**config.mk**
```make
export PLATFORM = sky130hd
export DESIGN_NAME = muldiv
export DESIGN_NICKNAME = d
export VERILOG_FILES = /design/src/rtl/muldiv.sv
export SDC_FILE = /design/constraint.sdc
export NUM_CORES = 1
export LEC_CHECK = 0
export BUFFER_PORTS_ARGS = -buffer_cell sky130_fd_sc_hd__buf_4
export CAP_MARGIN = 30
export CORE_UTILIZATION = 45
export DETAILED_ROUTE_END_ITERATION = 10
export GPL_TIMING_DRIVEN = 0
export SKIP_LAST_GASP = 1
export SYNTH_ARGS = -nofsm -noshare
export SYNTH_HDL_FRONTEND = slang
export SYNTH_SLANG_ARGS = --single-unit
```
**constraint.sdc**
```tcl
create_clock -name clk -period 7.35 [get_ports clk]
set_clock_uncertainty 0.15 [all_clocks]
set_input_delay 1.8375 -clock clk [delete_from_list [all_inputs] [get_ports clk]]
set_output_delay 1.8375 -clock clk [all_outputs]
set_load 0.1 [all_outputs]
```
**src/rtl/muldiv.sv**
```systemverilog
// ============================================================================
// Module   : muldiv
// Purpose  : Iterative radix-2 multiply/divide unit for RV32M. Shift-add
//            multiply or restoring divide over 32 steps, then sign fix-up.
// Revision : 1.0 - initial release
// ============================================================================
`default_nettype none

module muldiv (
    input  logic        clk,
    input  logic        rst,
    input  logic        start_i,
    input  logic        mul_or_div_i,
    input  logic [31:0] dividend_i,
    input  logic [31:0] divisor_i,
    input  logic        reg1_signed0_unsigned1_i,
    input  logic        reg2_signed0_unsigned1_i,
    input  logic        cancel_i,
    output logic [63:0] result_o,
    output logic        done_o,
    output logic        busy_o
);

    localparam logic [1:0] c_IDLE   = 2'd0;
    localparam logic [1:0] c_CALC   = 2'd1;
    localparam logic [1:0] c_FIX    = 2'd2;
    localparam logic       c_OP_DIV = 1'b1;

    logic [1:0]  r_state;
    logic [4:0]  r_cnt;
    logic [63:0] r_acc;
    logic [31:0] r_opnd;
    logic [31:0] r_dividend_orig;
    logic        r_op;
    logic        r_s1;
    logic        r_s2;
    logic        r_div_zero;
    logic [63:0] r_result;
    logic        r_done;

    // Operand sign flags and magnitudes captured at accept time
    logic        w_s1;
    logic        w_s2;
    logic [31:0] w_mag1;
    logic [31:0] w_mag2;
    logic        w_accept;

    assign w_s1     = ~reg1_signed0_unsigned1_i & dividend_i[31];
    assign w_s2     = ~reg2_signed0_unsigned1_i & divisor_i[31];
    assign w_mag1   = w_s1 ? (32'd0 - dividend_i) : dividend_i;
    assign w_mag2   = w_s2 ? (32'd0 - divisor_i) : divisor_i;
    assign w_accept = start_i & ~r_done & ~cancel_i;

    // Multiply step: add multiplicand into the high half when the current
    // multiplier bit (acc LSB) is set, then shift the whole thing right.
    logic [32:0] w_mul_sum;
    logic [63:0] w_mul_next;

    assign w_mul_sum  = {1'b0, r_acc[63:32]} + (r_acc[0] ? {1'b0, r_opnd} : 33'd0);
    assign w_mul_next = {w_mul_sum, r_acc[31:1]};

    // Divide step: acc = {remainder, dividend bits / quotient bits}
    logic [32:0] w_part;
    logic [32:0] w_trial;
    logic        w_qbit;
    logic [63:0] w_div_next;

    assign w_part     = r_acc[63:31];
    assign w_trial    = w_part - {1'b0, r_opnd};
    assign w_qbit     = ~w_trial[32];
    assign w_div_next = {(w_qbit ? w_trial[31:0] : w_part[31:0]), r_acc[30:0], w_qbit};

    // Sign correction applied in FIX
    logic [63:0] w_prod_fix;
    logic [31:0] w_quot_fix;
    logic [31:0] w_rem_fix;
    logic [63:0] w_div_fix;
    logic [63:0] w_final;

    assign w_prod_fix = (r_s1 ^ r_s2) ? (64'd0 - r_acc) : r_acc;
    assign w_quot_fix = (r_s1 ^ r_s2) ? (32'd0 - r_acc[31:0]) : r_acc[31:0];
    assign w_rem_fix  = r_s1 ? (32'd0 - r_acc[63:32]) : r_acc[63:32];
    assign w_div_fix  = r_div_zero ? {32'hFFFF_FFFF, r_dividend_orig}
                                   : {w_quot_fix, w_rem_fix};
    assign w_final    = (r_op == c_OP_DIV) ? w_div_fix : w_prod_fix;

    always_ff @(posedge clk) begin
        if (rst) begin
            r_state         <= c_IDLE;
            r_cnt           <= 5'd0;
            r_acc           <= 64'd0;
            r_opnd          <= 32'd0;
            r_dividend_orig <= 32'd0;
            r_op            <= 1'b0;
            r_s1            <= 1'b0;
            r_s2            <= 1'b0;
            r_div_zero      <= 1'b0;
            r_result        <= 64'd0;
            r_done          <= 1'b0;
        end else begin
            r_done <= 1'b0;
            case (r_state)
                c_IDLE: begin
                    if (w_accept) begin
                        r_state         <= c_CALC;
                        r_cnt           <= 5'd0;
                        r_op            <= mul_or_div_i;
                        r_s1            <= w_s1;
                        r_s2            <= w_s2;
                        r_dividend_orig <= dividend_i;
                        r_div_zero      <= (divisor_i == 32'd0);
                        r_opnd          <= (mul_or_div_i == c_OP_DIV) ? w_mag2 : w_mag1;
                        r_acc           <= {32'd0, (mul_or_div_i == c_OP_DIV) ? w_mag1 : w_mag2};
                    end
                end
                c_CALC: begin
                    if (cancel_i) begin
                        r_state <= c_IDLE;
                    end else begin
                        r_acc <= (r_op == c_OP_DIV) ? w_div_next : w_mul_next;
                        r_cnt <= r_cnt + 5'd1;
                        if (r_cnt == 5'd31) begin
                            r_state <= c_FIX;
                        end
                    end
                end
                c_FIX: begin
                    r_state <= c_IDLE;
                    if (!cancel_i) begin
                        r_result <= w_final;
                        r_done   <= 1'b1;
                    end
                end
                default: r_state <= c_IDLE;
            endcase
        end
    end

    assign result_o = r_result;
    assign done_o   = r_done;
    assign busy_o   = (r_state != c_IDLE);

endmodule

`default_nettype wire
```
==> flow_summary.toml, run 1 <==
[synthesis]
synth_nets = 2464
synth_top_area_share = 0.2446
avgSynthCellArea_um2 = 7.192
synth_edf_count = 0
yosys.area.top_type = "dfxtp_1"
synth_area_mm2 = 0.01669
seq_area_frac_synth = 0.2446
synthTopCellsByCount = "nand2_1 (304), nor2_1 (245), a21oi_1 (219), dfxtp_1 (204), clkbuf_1 (150)"
synth_cells = 2321
yosysMostFrequentCell = "nand2_1"
synth_flop_cell = "dfxtp_1"
ys_ff_latch = 204
ys_types = 94
async_flop_share = 0
yosys_warnings = 0
synth.area.top_cells = "dfxtp_1 (24%), nand2_1 (6.8%), a21oi_1 (6.6%), xnor2_1 (5.7%), nor2_1 (5.5%)"

[cts]
path_clk_slew_ps = 70
cts_setup_buffers = 0
cts_hold_buf = 0
cts_buffers = 25
htreeDepth = 1
clock-sinks = 204
cts_buffer_depth = 3
clk_latency_ps = 560
cts_tree = "built"
cts-resized-gates = 0
ctsRootBufferMaster = "clkbuf_16"

[timing]
min_period_ps = 4831
setup_violations = 0
slew_headroom = 0.3070
whs_ps = 288.0
finalHoldViolations = 0
rsz0062_at_grt = "no"
post-route-period-util = 0.6573
setup_tns_ps = 0
max_freq_mhz = 207.0
tightest_slew_ps = 1036
drv_slew = 0

[layout]
diodes = 0
nFillCells = 3667
area_growth_pct = 15.12
nets = 2629
drive_gt1_frac = 0.09701

[die]
std_cell_rows = 70
core_mm2 = 0.03652
dieArea_mm2 = 0.03787
start_util = 0.4571
fp.dieH_um = 194.6
ios = 137
die_width_um = 194.6

[placed_design]
dp_hpwl_um = 60790
place_congestion = 1.060
io_buffers = 135

[worst_setup_path]
worstSetupPathType = "flip-flop to flip-flop"
cp-start-kind = "flip-flop"
required_ps = 7660
critPathArrivalTime_ps = 5140
cp-end-kind = "flip-flop"
worstPathMaxFanout = 10

[job]
drv_cap = 0

[pwr]
power_density_mw_per_mm2 = 175.5
p_leak_nw = 7.503
peakVddDrop_mv = 0.1633

[detailed_routing]
wirelength_um = 74840
dr.pass1.iters = 6
remaining_drc_errors = 0
num_vias = 18680
first_iter_violations = 2101
vias_per_cell = 6.282
wire_per_inst_um = 25.17
final_antenna_net_count = 0

[worst_hold_path]
hp-class = "flip-flop to flip-flop"

[global_routing]
grt_start_max_net_pins = 14
grt_pass1_vias = 17090
grt-ovfl-total = 0
antenna_found_initial = 1
grtUsageTotal = 0.3863
grt_first_pass_wirelength_um = 109700

[run_status]
status = "finished, final reports clean"
-- stage by stage --
stage | cells | setup WS, ps | area [um2] | power (W) | util
after detailed placement | 2925 | 2461 | 18300 | 0.002002 | 0.5011
final | 2973 | 2519 | 19220 | 0.003372 | 0.5262
after CTS | 2971 | 2658 | 19210 | 0.003346 | 0.5259
after floorplan | 2321 | 3312 | 16690 | 0.001699 | -
after global placement | 2924 | 2499 | 18290 | 0.001998 | 0.5009
after global routing | 2973 | 2363 | 19220 | 0.003463 | 0.5262
-- registers in the layout, summed over array words and instances (netlist names), 2 cells and up --
register / flops
r_acc: 64
r_cnt: 5
r_dividend_orig: 32
r_opnd: 32
r_state: 2
result_o: 64
-- per-layer routing --
layer  track usage  up-vias  wire [um]
li1              -     8615          -
met1        0.5418     8808      32600
met2        0.5777     1064      31080
met3       0.05709      190       7309
met4        0.1834        0       3852
met5             0        -          0
-- power breakdown --
part	internal (W)	total, W	leakage (nW)	switching (W)
combinational	0.000274	0.000828	5.41	0.000554
clock	0.000828	0.00136	0.439	0.000529
sequential	0.00114	0.00119	1.66	0.0000439
total	0.00224	0.00337	7.50	0.00113
-- cell families (layout without fill, tap and decap cells) --
group,Yosys count,count (layout),synth area share
adders and majority gates,72,72,0.05486
AOI/OAI and AO/OA,707,707,0.2677
and+or+nand+nor,804,804,0.2211
buffers and inverters,259,443,0.06123
muxes,75,75,0.04549
DFF,204,204,0.2446
xor gates and xnor gates,200,200,0.1049
-- final cells by class --
cell class	count	area (um2)	share of cell area
well taps	468	585.6	0.03047
repair buffers	138	1028	0.05352
clock buffers	33	715.7	0.03724
plain buffers	185	744.5	0.03874
flip-flops and latches	204	4084	0.2125
clock inverters	13	188.9	0.009831
multi-input cells	1858	11590	0.6032
inverters	74	277.8	0.01445
-- worst paths after layout --
path                startpoint            to  slack, ps  depth (start not counted)
setup reg to reg      r_acc[0]     r_acc[62]       2520                         15
hold reg to reg   result_o[55]  result_o[55]        290                          2
setup / recovery      r_acc[0]     r_acc[62]       2520                         15
hold / removal    result_o[55]  result_o[55]        290                          2
-- critical path: stages (launching register included) --
cell and delay, ps:
dfxtp_1 300, clkbuf_1 480, inv_1 200, clkbuf_1 280
nor2_1 150, ha_1 240, clkbuf_1 190, a2111oi_0 410
o21a_1 210, nor2_1 100, a22oi_2 290, o31ai_1 220
a311oi_1 650, o21ai_0 310, xor2_1 210, a211o_1 310
-- placed cells by master, fill, tap and decap left out, drive strengths merged, types with 74 or more instances in the layout --
cell and n:
xnor2 108, xor2 92, a21oi 220, nor2 246, buf 170, clkbuf 186
dfxtp 204, nand2 305, inv 74, o21ai 164
Power figures use the tool's default switching activity.
==> inputs of run 2 (changes only) <==
Clock period 7.35 ns to 4.61 ns, I/O delays scaled along.
==> flow_summary.toml, run 2 (synthesized netlist as in run 1, its figures left out) <==
[die]
dieArea_mm2 = 0.03787
core_mm2 = 0.03652
ios = 137
fp.dieH_um = 194.6
start_util = 0.4571
std_cell_rows = 70
die_width_um = 194.6

[worst_setup_path]
rrSetupSlack_ps = 90
worstSetupPathType = "flip-flop to flip-flop"
cp-end-kind = "flip-flop"
worstPathMaxFanout = 10
required_ps = 4910
crit_chain = "clkbuf_1, inv_1, clkbuf_1, nor2_1, ha_1, clkbuf_1, a2111oi_0, o21a_1, nor2_1, a22oi_2, o31ai_2, a311oi_2, o21ai_0, xor2_1, a211o_1"
critPathArrivalTime_ps = 4820
rr_worst_depth = 15
cp-start-kind = "flip-flop"
max_stage_delay_ps = 470
r2r-start = "r_acc[0]"
crit_path_frequent_cell = "clkbuf_1"
rr_endpoint = "r_acc[62]"
crit_path_top_delay_cell = "clkbuf_1"

[layout]
seq_area_mm2 = 0.004084
diodes = 0
final_cell_mix = "nand2_1 (304), nor2_1 (245), a21oi_1 (219)"
nets = 2629
area_growth_pct = 15.23
multi_input_area_mm2 = 0.01161
final_util = 0.5267
final_cells = 2973
nFillCells = 3665
final_common_cell = "nand2_1"
drive_gt1_frac = 0.09860

[worst_hold_path]
worstHoldEndpoint = "result_o[55]"
min_from = "result_o[55]"
min_path_cells = 2
hp-class = "flip-flop to flip-flop"

[global_routing]
grt_first_pass_wirelength_um = 109800
grtUsageTotal = 0.3864
grt_use_met3 = 0.05709
grt_pass1_vias = 17090
grt_start_max_net_pins = 14
antenna_found_initial = 1
grt_util_met1 = 0.5422
use_met2 = 0.5773
grt-ovfl-total = 0
grt_most_used_layer = "met2"

[placed_design]
place_congestion = 1.060
dp.cells = 2925
dp_hpwl_um = 60790
io_buffers = 135

[job]
drv_cap = 0

[timing]
whs_ps = 287.9
setup_tns_ps = 0
slew_headroom = 0.3178
setup_violations = 0
min_period_ps = 4516
drv_slew = 0
post-route-period-util = 0.9796
finalHoldViolations = 0
tightest_slew_ps = 1023
rsz0062_at_grt = "yes"
max_freq_mhz = 221.4

[cts]
path_clk_slew_ps = 70
cts_buffer_depth = 3
ctsRootBufferMaster = "clkbuf_16"
cts_buffers = 25
cts_hold_buf = 0
cts_tree = "built"
htreeDepth = 1
clk_latency_ps = 560
clock-sinks = 204

[pwr]
power_density_mw_per_mm2 = 279.4
p_leak_nw = 7.508
peakVddDrop_mv = 0.2599
power_w = 0.005375

[detailed_routing]
remaining_drc_errors = 0
dr.pass1.iters = 6
wire_per_inst_um = 25.18
num_vias = 18690
final_antenna_net_count = 0
wirelength_um = 74850
first_iter_violations = 2058
vias_per_cell = 6.288

[run_status]
status = "finished, final reports clean"
==> run 2: what timing repair did <==
action,CTS,global route
setup buffers,0,0
resized for setup,1,5
endpoints found under the setup margin,1,6
==> run 2: worst max-delay path: cells and delay by family, from the launching register on <==
kind            cells  cell delay (ps)
flops               1              300
buf+inv             4             1140
xor+xnor            1              200
simple gates        2              250
compound gates      7             2110
fa+ha+maj           1              240
==> run 2: how the worst max path moves through the flow <==
stage,slack (ps),startpoint,end
after floorplan,1180,r_acc[0],r_acc[58]
after global routing,-80,r_acc[0],r_acc[62]
after global placement,20,r_acc[0],r_acc[62]
after CTS,60,r_acc[0],r_acc[56]
final,90,r_acc[0],r_acc[62]
after detailed placement,-50,r_acc[0],r_acc[62]
==> run 2: final cells by class <==
| cell class | count | area share |
|---|---|---|
| sequential | 204 | 0.2123 |
| inverter | 74 | 0.01444 |
| clock inverter | 13 | 0.009822 |
| clock buffer | 33 | 0.03721 |
| multi-input combinational | 1858 | 0.6036 |
| buffer | 185 | 0.03877 |
| tap | 468 | 0.03044 |
| timing repair buffer | 138 | 0.05347 |
==> run 2: power breakdown <==
group	total [W]	switching (W)	internal (W)
registers	0.00189	0.0000702	0.00182
clock network	0.00217	0.000847	0.00132
logic	0.00132	0.000879	0.000437
total	0.00538	0.00180	0.00358
==> run 2: through the flow <==
step                      cell area [um2]  setup slack, ps
after floorplan                     16690             1180
after global placement              18290            16.36
after detailed placement            18300           -52.98
after CTS                           19210            61.78
after global routing                19240           -81.67
final                               19240            93.97
==> run 2: layer usage <==
layer / vias to the layer above / wire [um]
li1: 8614 / -
met3: 177 / 7531
met5: - / 0
met1: 8846 / 32390
met4: 0 / 3770
met2: 1057 / 31160
==> inputs of run 3 (changes only) <==
==> constraint.sdc (replaced) <==
create_clock -name clk -period 4.61 [get_ports clk]
set_clock_uncertainty 0.15 [all_clocks]
set_input_delay 0 -clock clk [delete_from_list [all_inputs] [get_ports clk]]
set_output_delay 0 -clock clk [all_outputs]
set_load 0.1 [all_outputs]
==> flow_summary.toml, run 3 (synthesized netlist as in run 1, its figures left out) <==
[run_status]
status = "finished, final reports clean"

[cts]
cts_tree = "built"
clk_latency_ps = 570
cts_buffers = 25
clock-sinks = 204
cts_setup_buffers = 0
path_clk_slew_ps = 70
ctsRootBufferMaster = "clkbuf_16"
htreeDepth = 1
cts_buffer_depth = 3

[placed_design]
dp_hpwl_um = 60790
io_buffers = 135
place_congestion = 1.060

[detailed_routing]
remaining_drc_errors = 0
highest_layer = "met4"
first_iter_violations = 2062
final_antenna_net_count = 0
wirelength_um = 75770
wl_met3_um = 7353
num_vias = 18900
wire_per_inst_um = 24.92
wl_met2_um = 31980
vias_per_cell = 6.214
dr.pass1.iters = 6
wl_met1_um = 32750

[layout]
nets = 2696
final_common_cell = "nand2_1"
drive_gt1_frac = 0.09565
area_growth_pct = 19.29
final_cell_mix = "nand2_1 (304), nor2_1 (245), a21oi_1 (219)"

[worst_setup_path]
rr_worst_depth = 15
r2r-start = "r_acc[0]"
required_ps = 4920
crit_chain = "clkbuf_1, inv_1, clkbuf_1, nor2_1, ha_1, clkbuf_1, a2111oi_0, o21a_1, nor2_1, a22oi_2, o31ai_2, a311oi_2, o21ai_0, xor2_1, a211o_1"
crit_path_start = "r_acc[0]"
rrSetupSlack_ps = 130
cp-start-kind = "flip-flop"
critPathArrivalTime_ps = 4800
max_stage_delay_ps = 470
cp-end-kind = "flip-flop"
rr_endpoint = "r_acc[62]"
critPathTopFamily = "compound AO/OA/AOI/OAI gates"
worstSetupPathType = "flip-flop to flip-flop"
crit_buf_inv = 4
worstPathMaxFanout = 10
path_depth = 15
crit_path_frequent_cell = "clkbuf_1"
crit_path_top_delay_cell = "clkbuf_1"

[worst_hold_path]
worstHoldEndpoint = "r_acc[6]"
hp-class = "input pin to flip-flop"
min_path_cells = 7
min_from = "divisor_i[6]"

[die]
ios = 137
die_width_um = 194.6
dieArea_mm2 = 0.03787
core_mm2 = 0.03652
start_util = 0.4571
fp.dieH_um = 194.6
std_cell_rows = 70

[pwr]
p_leak_nw = 7.789
p_comb_frac = 0.252
power_density_mw_per_mm2 = 272.6
switching_share = 0.3335
clock_power_share = 0.400
p_int_w = 0.003618
peakVddDrop_mv = 0.2601
p_switching_w = 0.001811
power_w = 0.005429
seq_power_share = 0.349

[global_routing]
grt_pass1_vias = 17460
grt_start_max_net_pins = 14
grt-ovfl-total = 0
grt_first_pass_wirelength_um = 111200
antenna_found_initial = 2
grtUsageTotal = 0.3905

[timing]
max_freq_mhz = 223.0
drv_slew = 0
min_period_ps = 4485
setup_violations = 0
post-route-period-util = 0.9728
tightest_slew_ps = 1035
finalHoldViolations = 0
whs_ps = 22.42
slew_headroom = 0.3063
rsz0062_at_grt = "yes"

[job]
drv_cap = 0
==> run 3: cell count changes in the layout (fill, tap and decap cells not counted) <==
cell / change
dlygate4sd3_1: +68
clkbuf_2: -1
diode_2: +1
==> run 3: power groups by stage <==
stage | registers (W) | logic (W) | clock network [W]
2_1_floorplan | 0.00189 | 0.000816 | 0
3_3_place_gp | 0.00192 | 0.00126 | 0
3_5_place_dp | 0.00193 | 0.00127 | 0
4_1_cts | 0.00189 | 0.00132 | 0.00218
5_1_grt | 0.00190 | 0.00144 | 0.00224
6_report | 0.00189 | 0.00137 | 0.00217
==> run 3: per-stage QoR <==
step	instances	worst slack (ps)	TNS (ps)	util	instance area, um2
2_1_floorplan	2321	1180	0	-	16690
3_3_place_gp	2924	16.36	0	0.5009	18290
3_5_place_dp	2925	-52.98	-52.98	0.5011	18300
4_1_cts	3039	61.78	0	0.5447	19890
5_1_grt	3040	-81.69	-81.69	0.5452	19910
6_report	3041	125.3	0	0.5453	19910
==> run 3: repair_timing <==
action / 4_1_cts / 5_1_grt
hold buffers: 68 / 0
resized for setup: 1 / 5
endpoints found under the setup margin: 1 / 6
endpoints found under the hold margin: 102 / 0
==> run 3: worst register-to-register path, cell delays in order, from the launching register on <==
cell and delay [ps]:
dfxtp_1 300, clkbuf_1 470, inv_1 200, clkbuf_1 280, nor2_1 150, ha_1 240
clkbuf_1 180, a2111oi_0 420, o21a_1 210, nor2_1 100, a22oi_2 310, o31ai_2 160
a311oi_2 440, o21ai_0 260, xor2_1 200, a211o_1 310
==> run 3: layout make-up <==
| class | instances | area [um2] |
|---|---|---|
| tap | 468 | 585.6 |
| clock buffer | 33 | 715.7 |
| sequential | 204 | 4084 |
| timing repair buffer | 205 | 1704 |
| inverter | 74 | 277.8 |
| clock inverter | 13 | 188.9 |
| antenna | 1 | 2.502 |
| buffer | 185 | 745.7 |
| multi-input combinational | 1858 | 11610 |
| fill | 3592 | 16610 |
==> run 3: worst max path at each step <==
stage          slack [ps]         to
2_1_floorplan        1180  r_acc[58]
3_3_place_gp           20  r_acc[62]
3_5_place_dp          -50  r_acc[62]
4_1_cts                60  r_acc[56]
5_1_grt               -80  r_acc[62]
6_report              130  r_acc[62]
==> run 3: per-layer routing <==
| metal | vias up | track usage |
|---|---|---|
| met3 | 170 | 0.06125 |
| met2 | 1034 | 0.5925 |
| li1 | 8762 | - |
| met5 | - | 0 |
| met4 | 0 | 0.1790 |
| met1 | 8930 | 0.5409 |
